[src/rtl/count_down_timer_pkg.sv]
// Shared types and constants for the MM:SS countdown timer.
// State encoding, BCD digit limits and alarm counter width.
package count_down_timer_pkg;

    typedef enum logic [1:0] {
        ST_IDLE  = 2'd0,
        ST_RUN   = 2'd1,
        ST_PAUSE = 2'd2,
        ST_ALARM = 2'd3
    } state_e;

    localparam int unsigned BCD_MAX_UNIT     = 9;
    localparam int unsigned BCD_MAX_SEC_TENS = 5;
    localparam int unsigned ALARM_CNT_W      = 8;

endpackage

[src/rtl/count_down_timer_digit.sv]
// One BCD down-counting digit with clamped load and borrow-out.
// Chained LSD to MSD to form the MM:SS countdown register.
module bcd_down_digit #(
    parameter int unsigned WIDTH = 4,
    parameter int unsigned MAX   = 9
) (
    input  logic             CLK,
    input  logic             RES,
    input  logic             DEC_EN,
    input  logic             LOAD,
    input  logic [WIDTH-1:0] LOAD_VAL,
    output logic [WIDTH-1:0] DIGIT,
    output logic             BORROW
);

    localparam logic [WIDTH-1:0] MAX_V = WIDTH'(MAX);
    localparam logic [WIDTH-1:0] ONE_V = WIDTH'(1);

    logic [WIDTH-1:0] digit_q;
    logic [WIDTH-1:0] digit_d;

    always_comb begin
        digit_d = digit_q;
        if (LOAD) begin
            digit_d = (LOAD_VAL > MAX_V) ? MAX_V : LOAD_VAL;
        end else if (DEC_EN) begin
            // Wrap to MAX and let the borrow ripple into the next digit
            digit_d = (digit_q == '0) ? MAX_V : digit_q - ONE_V;
        end
    end

    always_ff @(posedge CLK) begin
        if (RES) begin
            digit_q <= '0;
        end else begin
            digit_q <= digit_d;
        end
    end

    assign DIGIT  = digit_q;
    assign BORROW = (digit_q == '0) & DEC_EN;

endmodule

[src/rtl/count_down_timer.sv]
// MM:SS countdown core: preset load, BCD countdown, pause and timed alarm.
// Drives the display mux digits and the buzzer/LED flags.
module count_down_timer
    import count_down_timer_pkg::*;
#(
    parameter int unsigned ALARM_SECONDS = 10
) (
    input  logic       CLK,
    input  logic       RES,
    input  logic [3:0] SET_M_HI,
    input  logic [3:0] SET_M_LO,
    input  logic [2:0] SET_S_HI,
    input  logic [3:0] SET_S_LO,
    input  logic       START_STOP,
    input  logic       CLEAR,
    input  logic       ONE_SEC_PULSE,
    input  logic       HALF_SEC_PULSE,
    output logic [3:0] DISP_M_HI,
    output logic [3:0] DISP_M_LO,
    output logic [2:0] DISP_S_HI,
    output logic [3:0] DISP_S_LO,
    output logic       RUNNING,
    output logic       ALARM,
    output logic       ALARM_BLINK
);

    localparam logic [ALARM_CNT_W-1:0] ALARM_LAST =
        ALARM_CNT_W'(ALARM_SECONDS);

    state_e state_q, state_d;

    logic [ALARM_CNT_W-1:0] cnt_q, cnt_d;
    logic                   blink_q, blink_d;
    logic                   running_q, alarm_q;

    logic [3:0] m_hi, m_lo, s_lo;
    logic [2:0] s_hi;
    logic       s_lo_bw, s_hi_bw, m_lo_bw, m_hi_bw;

    logic is_idle, at_zero, at_one;
    logic go, load, dec;

    assign is_idle = (state_q == ST_IDLE);
    assign at_zero = (m_hi == 4'd0) & (m_lo == 4'd0)
                   & (s_hi == 3'd0) & (s_lo == 4'd0);
    assign at_one  = (m_hi == 4'd0) & (m_lo == 4'd0)
                   & (s_hi == 3'd0) & (s_lo == 4'd1);

    // Freeze the preset on the start edge so RUN never begins at 00:00
    assign go   = is_idle & START_STOP & ~CLEAR & ~at_zero;
    assign load = is_idle & ~go;
    assign dec  = (state_q == ST_RUN) & ONE_SEC_PULSE
                & ~CLEAR & ~at_zero;

    bcd_down_digit #(
        .WIDTH (4),
        .MAX   (BCD_MAX_UNIT)
    ) u_s_lo (
        .CLK      (CLK),
        .RES      (RES),
        .DEC_EN   (dec),
        .LOAD     (load),
        .LOAD_VAL (SET_S_LO),
        .DIGIT    (s_lo),
        .BORROW   (s_lo_bw)
    );

    bcd_down_digit #(
        .WIDTH (3),
        .MAX   (BCD_MAX_SEC_TENS)
    ) u_s_hi (
        .CLK      (CLK),
        .RES      (RES),
        .DEC_EN   (s_lo_bw),
        .LOAD     (load),
        .LOAD_VAL (SET_S_HI),
        .DIGIT    (s_hi),
        .BORROW   (s_hi_bw)
    );

    bcd_down_digit #(
        .WIDTH (4),
        .MAX   (BCD_MAX_UNIT)
    ) u_m_lo (
        .CLK      (CLK),
        .RES      (RES),
        .DEC_EN   (s_hi_bw),
        .LOAD     (load),
        .LOAD_VAL (SET_M_LO),
        .DIGIT    (m_lo),
        .BORROW   (m_lo_bw)
    );

    bcd_down_digit #(
        .WIDTH (4),
        .MAX   (BCD_MAX_UNIT)
    ) u_m_hi (
        .CLK      (CLK),
        .RES      (RES),
        .DEC_EN   (m_lo_bw),
        .LOAD     (load),
        .LOAD_VAL (SET_M_HI),
        .DIGIT    (m_hi),
        .BORROW   (m_hi_bw)
    );

    always_comb begin
        state_d = state_q;
        unique case (state_q)
            ST_IDLE: begin
                if (go) begin
                    state_d = ST_RUN;
                end
            end
            ST_RUN: begin
                // A borrow out of the top digit would mean underflow
                if (CLEAR) begin
                    state_d = ST_IDLE;
                end else if (dec & (at_one | m_hi_bw)) begin
                    state_d = ST_ALARM;
                end else if (START_STOP) begin
                    state_d = ST_PAUSE;
                end
            end
            ST_PAUSE: begin
                if (CLEAR) begin
                    state_d = ST_IDLE;
                end else if (START_STOP) begin
                    state_d = ST_RUN;
                end
            end
            ST_ALARM: begin
                if (CLEAR | START_STOP) begin
                    state_d = ST_IDLE;
                end else if (ONE_SEC_PULSE &
                             (cnt_q + 8'd1 == ALARM_LAST)) begin
                    state_d = ST_IDLE;
                end
            end
            default: begin
                state_d = ST_IDLE;
            end
        endcase
    end

    always_comb begin
        cnt_d   = '0;
        blink_d = 1'b0;
        if ((state_q == ST_ALARM) & (state_d == ST_ALARM)) begin
            cnt_d   = cnt_q + {7'd0, ONE_SEC_PULSE};
            blink_d = blink_q ^ HALF_SEC_PULSE;
        end
    end

    always_ff @(posedge CLK) begin
        if (RES) begin
            state_q   <= ST_IDLE;
            cnt_q     <= '0;
            blink_q   <= 1'b0;
            running_q <= 1'b0;
            alarm_q   <= 1'b0;
        end else begin
            state_q   <= state_d;
            cnt_q     <= cnt_d;
            blink_q   <= blink_d;
            running_q <= (state_d == ST_RUN);
            alarm_q   <= (state_d == ST_ALARM);
        end
    end

    assign DISP_M_HI   = m_hi;
    assign DISP_M_LO   = m_lo;
    assign DISP_S_HI   = s_hi;
    assign DISP_S_LO   = s_lo;
    assign RUNNING     = running_q;
    assign ALARM       = alarm_q;
    assign ALARM_BLINK = blink_q;

endmodule

[config.mk]
export PLATFORM = sky130hd
export DESIGN_NAME = count_down_timer
export DESIGN_NICKNAME = d
export VERILOG_FILES = /design/src/rtl/count_down_timer_pkg.sv /design/src/rtl/count_down_timer_digit.sv /design/src/rtl/count_down_timer.sv
export SDC_FILE = /design/constraint.sdc
export NUM_CORES = 1
export LEC_CHECK = 0
export ABC_CLOCK_PERIOD_IN_PS = 8100
export CORE_ASPECT_RATIO = 1.4
export CORE_MARGIN = 4
export CORE_UTILIZATION = 40
export DETAILED_ROUTE_END_ITERATION = 10
export PLACE_DENSITY = 0.77
export SLEW_MARGIN = 10
export SYNTH_ARGS = -nofsm -noshare
export SYNTH_HDL_FRONTEND = slang
export SYNTH_HIERARCHICAL = 1
export SYNTH_SLANG_ARGS = --single-unit
[constraint.sdc]
create_clock -name CLK -period 8.1 [get_ports CLK]
set_clock_uncertainty 0.2 [all_clocks]
set_input_delay 1.62 -clock CLK [delete_from_list [all_inputs] [get_ports CLK]]
set_output_delay 1.62 -clock CLK [all_outputs]
set_load 0.01 [all_outputs]
==> flow_summary.json <==
{
  "setup_viol": 0,
  "reg2regPathDepth": 13,
  "die_h_um": 80.07,
  "fmax_mhz": 162.7,
  "slowest_delay_ns": 0.63,
  "cp-end-kind": "register",
  "critical_path.cell_chain": "clkdlybuf4s50_1 -> and4bb_2 -> o21a_1 -> or3b_1 -> nor3_1 -> and2_1 -> or3b_1 -> nor3_1 -> or3b_1 -> nor3_1 -> nand2_1 -> mux2i_2 -> o2111ai_2 -> nor2_1",
  "tightest_slew_ns": 0.7972,
  "rr_startpoint": "state_q[0]",
  "nNetsFinal": 242,
  "ys_warn_count": 6,
  "grt_pass1_vias": 1440,
  "period_share_pct": 75.88,
  "tns_ns": 0,
  "io_buffers": 38,
  "slew_violations": 0,
  "hold_end": "ALARM_BLINK",
  "fin_cells": 257,
  "post_cts_buffers": 0,
  "cp-start-kind": "input port",
  "yosysSeqAreaShare_pct": 37.77,
  "clock_latency_ns": 0.27,
  "cts_root_buf": "clkbuf_8",
  "vdd_ir_drop_max_v": 0.00009293,
  "ys_ff_latch": 28,
  "maxSlewHeadroom_pct": 46.44,
  "min_from": "ALARM_BLINK",
  "synth_cells": 175,
  "clockBufferDepth": 2,
  "synth_cell_type_count": 40,
  "grt_max_degree": 23,
  "gp_congestion": 0.8346,
  "htree_levels": 1,
  "cp_slowest_cell": "nor3_1",
  "critPathRequiredTime_ns": 8.10,
  "post_cts_resized": 0,
  "cts_buffers": 3,
  "holdBufCountCts": 0,
  "final_layout_size_suffix_gt1_share_pct": 6.452,
  "antenna_found_initial": 0,
  "syn_area_sq_mm": 0.001484,
  "ant_nets": 0,
  "dp.cells": 253,
  "dp_hpwl_um": 2520,
  "status": "completed",
  "final_hold_viol_count": 0,
  "hold_path_class": "reg -> reg",
  "vias": 1403,
  "post_drt_via_cell_ratio": 5.459,
  "pin_count": 39,
  "path_max_fanout": 9,
  "wl_um": 3336,
  "synthesis.nets": 199,
  "synth-main-ff-cell": "dfxtp_1",
  "cts_tree": "done",
  "cp.arrival_ns": 6.15,
  "core-area_sq_mm": 0.003472,
  "cellLeakagePower_nw": 0.6743,
  "async_reset_ff_share_pct": 0,
  "drv_cap": 0,
  "drtPass1Iterations": 4,
  "grt_remaining_overflow": 0,
  "wl_per_cell_um": 12.98,
  "synth_edf_count": 0,
  "clkTransAtPathRegs_ns": 0.09,
  "start_util_pct": 42.74,
  "grt_pass1_wl_um": 5954,
  "grtUsageTotal_pct": 15.71,
  "first_iter_violations": 39,
  "power.density_mw_per_mm2": 158.7,
  "rsz0062_at_grt": "no",
  "worstSetupPathType": "in -> reg",
  "syn_to_final_growth_pct": 33.22,
  "cts_sinks": 28,
  "antenna_cells": 0,
  "dieArea_sq_mm": 0.004762,
  "avgSynthCellArea_sq_um": 8.480,
  "min_period_ns": 6.146,
  "r2r_end": "cnt_q[3]",
  "rows": 25,
  "hold-path-cell-count": 2,
  "r2r_setup_slack_ns": 3.30,
  "drc": 0,
  "die_w_um": 59.48
}
cell type report:
type,instances,area [sq um]
fill,332,1495
multi-input combinational,134,878.3
sequential,28,560.5
timing repair buffer,39,387.9
clock buffer,4,55.05
tap,40,50.05
inverter,12,45.04
where the power goes:
| part | internal [W] | total [W] | switching, W | leakage (nW) |
|---|---|---|---|---|
| combinational | 0.0000385 | 0.0000697 | 0.0000312 | 0.416 |
| sequential | 0.000146 | 0.000160 | 0.0000132 | 0.229 |
| clock | 0.0000434 | 0.0000845 | 0.0000411 | 0.0288 |
| total | 0.000228 | 0.000314 | 0.0000855 | 0.674 |
Yosys cell counts (all sizes together), types with 2 or more instances:
library cell,n,area (sq um)
a2111oi,2,30.03
a21oi,9,45.04
a221oi,3,26.28
a311oi,5,50.04
a31oi,4,25.02
and2,2,12.51
dfxtp,28,560.5
ha,3,37.54
inv,12,45.04
nand2,12,45.04
nand3,9,45.04
nand4,2,12.51
nor2,25,93.84
nor2b,4,25.02
nor3,6,30.03
nor4,4,25.02
nor4b,4,41.29
o21a,2,15.01
o21ai,4,20.02
o31a,3,26.28
or2b,3,22.52
or3,3,18.77
or3b,3,26.28
xnor2,7,61.31
xor2,3,26.28
worst max-delay path by stage:
stage | startpoint | endpoint | slack [ns]
final | CLEAR | cnt_q[3] | 1.95
after CTS | CLEAR | cnt_q[3] | 1.96
after floorplan | CLEAR | ALARM_BLINK | 2.73
after global routing | CLEAR | cnt_q[3] | 1.56
after global placement | CLEAR | cnt_q[7] | 1.90
after detailed placement | CLEAR | cnt_q[3] | 1.71
critical path: cells and delay by family:
| family | cells | cell delay (ns) |
|---|---|---|
| and+or+nand+nor | 10 | 3.36 |
| AOI/OAI and AO/OA | 2 | 0.48 |
| muxes | 1 | 0.25 |
| buffers and inverters | 1 | 0.44 |
routing by layer:
layer  up-vias  wire length [um]  GRT usage (%)
met2        29              1707          26.81
met3         2               154          3.215
met4         0                23          4.308
met1       648              1452          19.54
met5         -                 0              0
li1        724                 -              -
per-stage QoR:
stage          cell area [sq um]  setup slack, ns  total power, W  utilization [%]  hold slack [ns]
2_1_floorplan               1484            2.726       0.0001948                -           0.2728
3_3_place_gp                1922            1.898       0.0002319            55.35           0.2895
3_5_place_dp                1922            1.708       0.0002321            55.35           0.3061
4_1_cts                     1977            1.956       0.0003165            56.94           0.3273
5_1_grt                     1977            1.561       0.0003312            56.94           0.3643
6_report                    1977            1.954       0.0003137            56.94           0.3192
registers in the layout, indices dropped and copies added, names as in the netlist:
| signal | flops |
|---|---|
| u_m_lo/DIGIT | 4 |
| cnt_q | 8 |
| u_s_lo/DIGIT | 4 |
| ALARM | 1 |
| u_s_hi/DIGIT | 3 |
| state_q | 2 |
| u_m_hi/DIGIT | 4 |
| RUNNING | 1 |
| ALARM_BLINK | 1 |
kinds of logic (layout without fill, tap and decap cells):
group | count (synthesis) | after routing | synth area share [%]
adder cells (fa/ha/maj) | 3 | 3 | 2.530
AO/OA/AOI/OAI | 36 | 36 | 18.63
flip-flops | 28 | 28 | 37.77
AND/OR/NAND/NOR | 84 | 84 | 30.86
XOR/XNOR | 10 | 10 | 5.903
multiplexers | 1 | 1 | 0.9273
buffers and inverters | 13 | 55 | 3.372
placed cells by master (no fill, tap or decap), drive strengths merged, types with 2 or more instances in the layout:
cell type and n:
clkdlybuf4s50 38, dfxtp 28, nor2 25, nand2 12, inv 12, nand3 9, a21oi 9, xnor2 7
nor3 6, a311oi 5, nor4 4, nor2b 4, o21ai 4, a31oi 4, clkbuf 4, nor4b 4
xor2 3, ha 3, or3b 3, o31a 3, or2b 3, or3 3, a221oi 3, nand4 2
o21a 2, and2 2, a2111oi 2
Note: power is estimated with default switching activity, not from simulation.
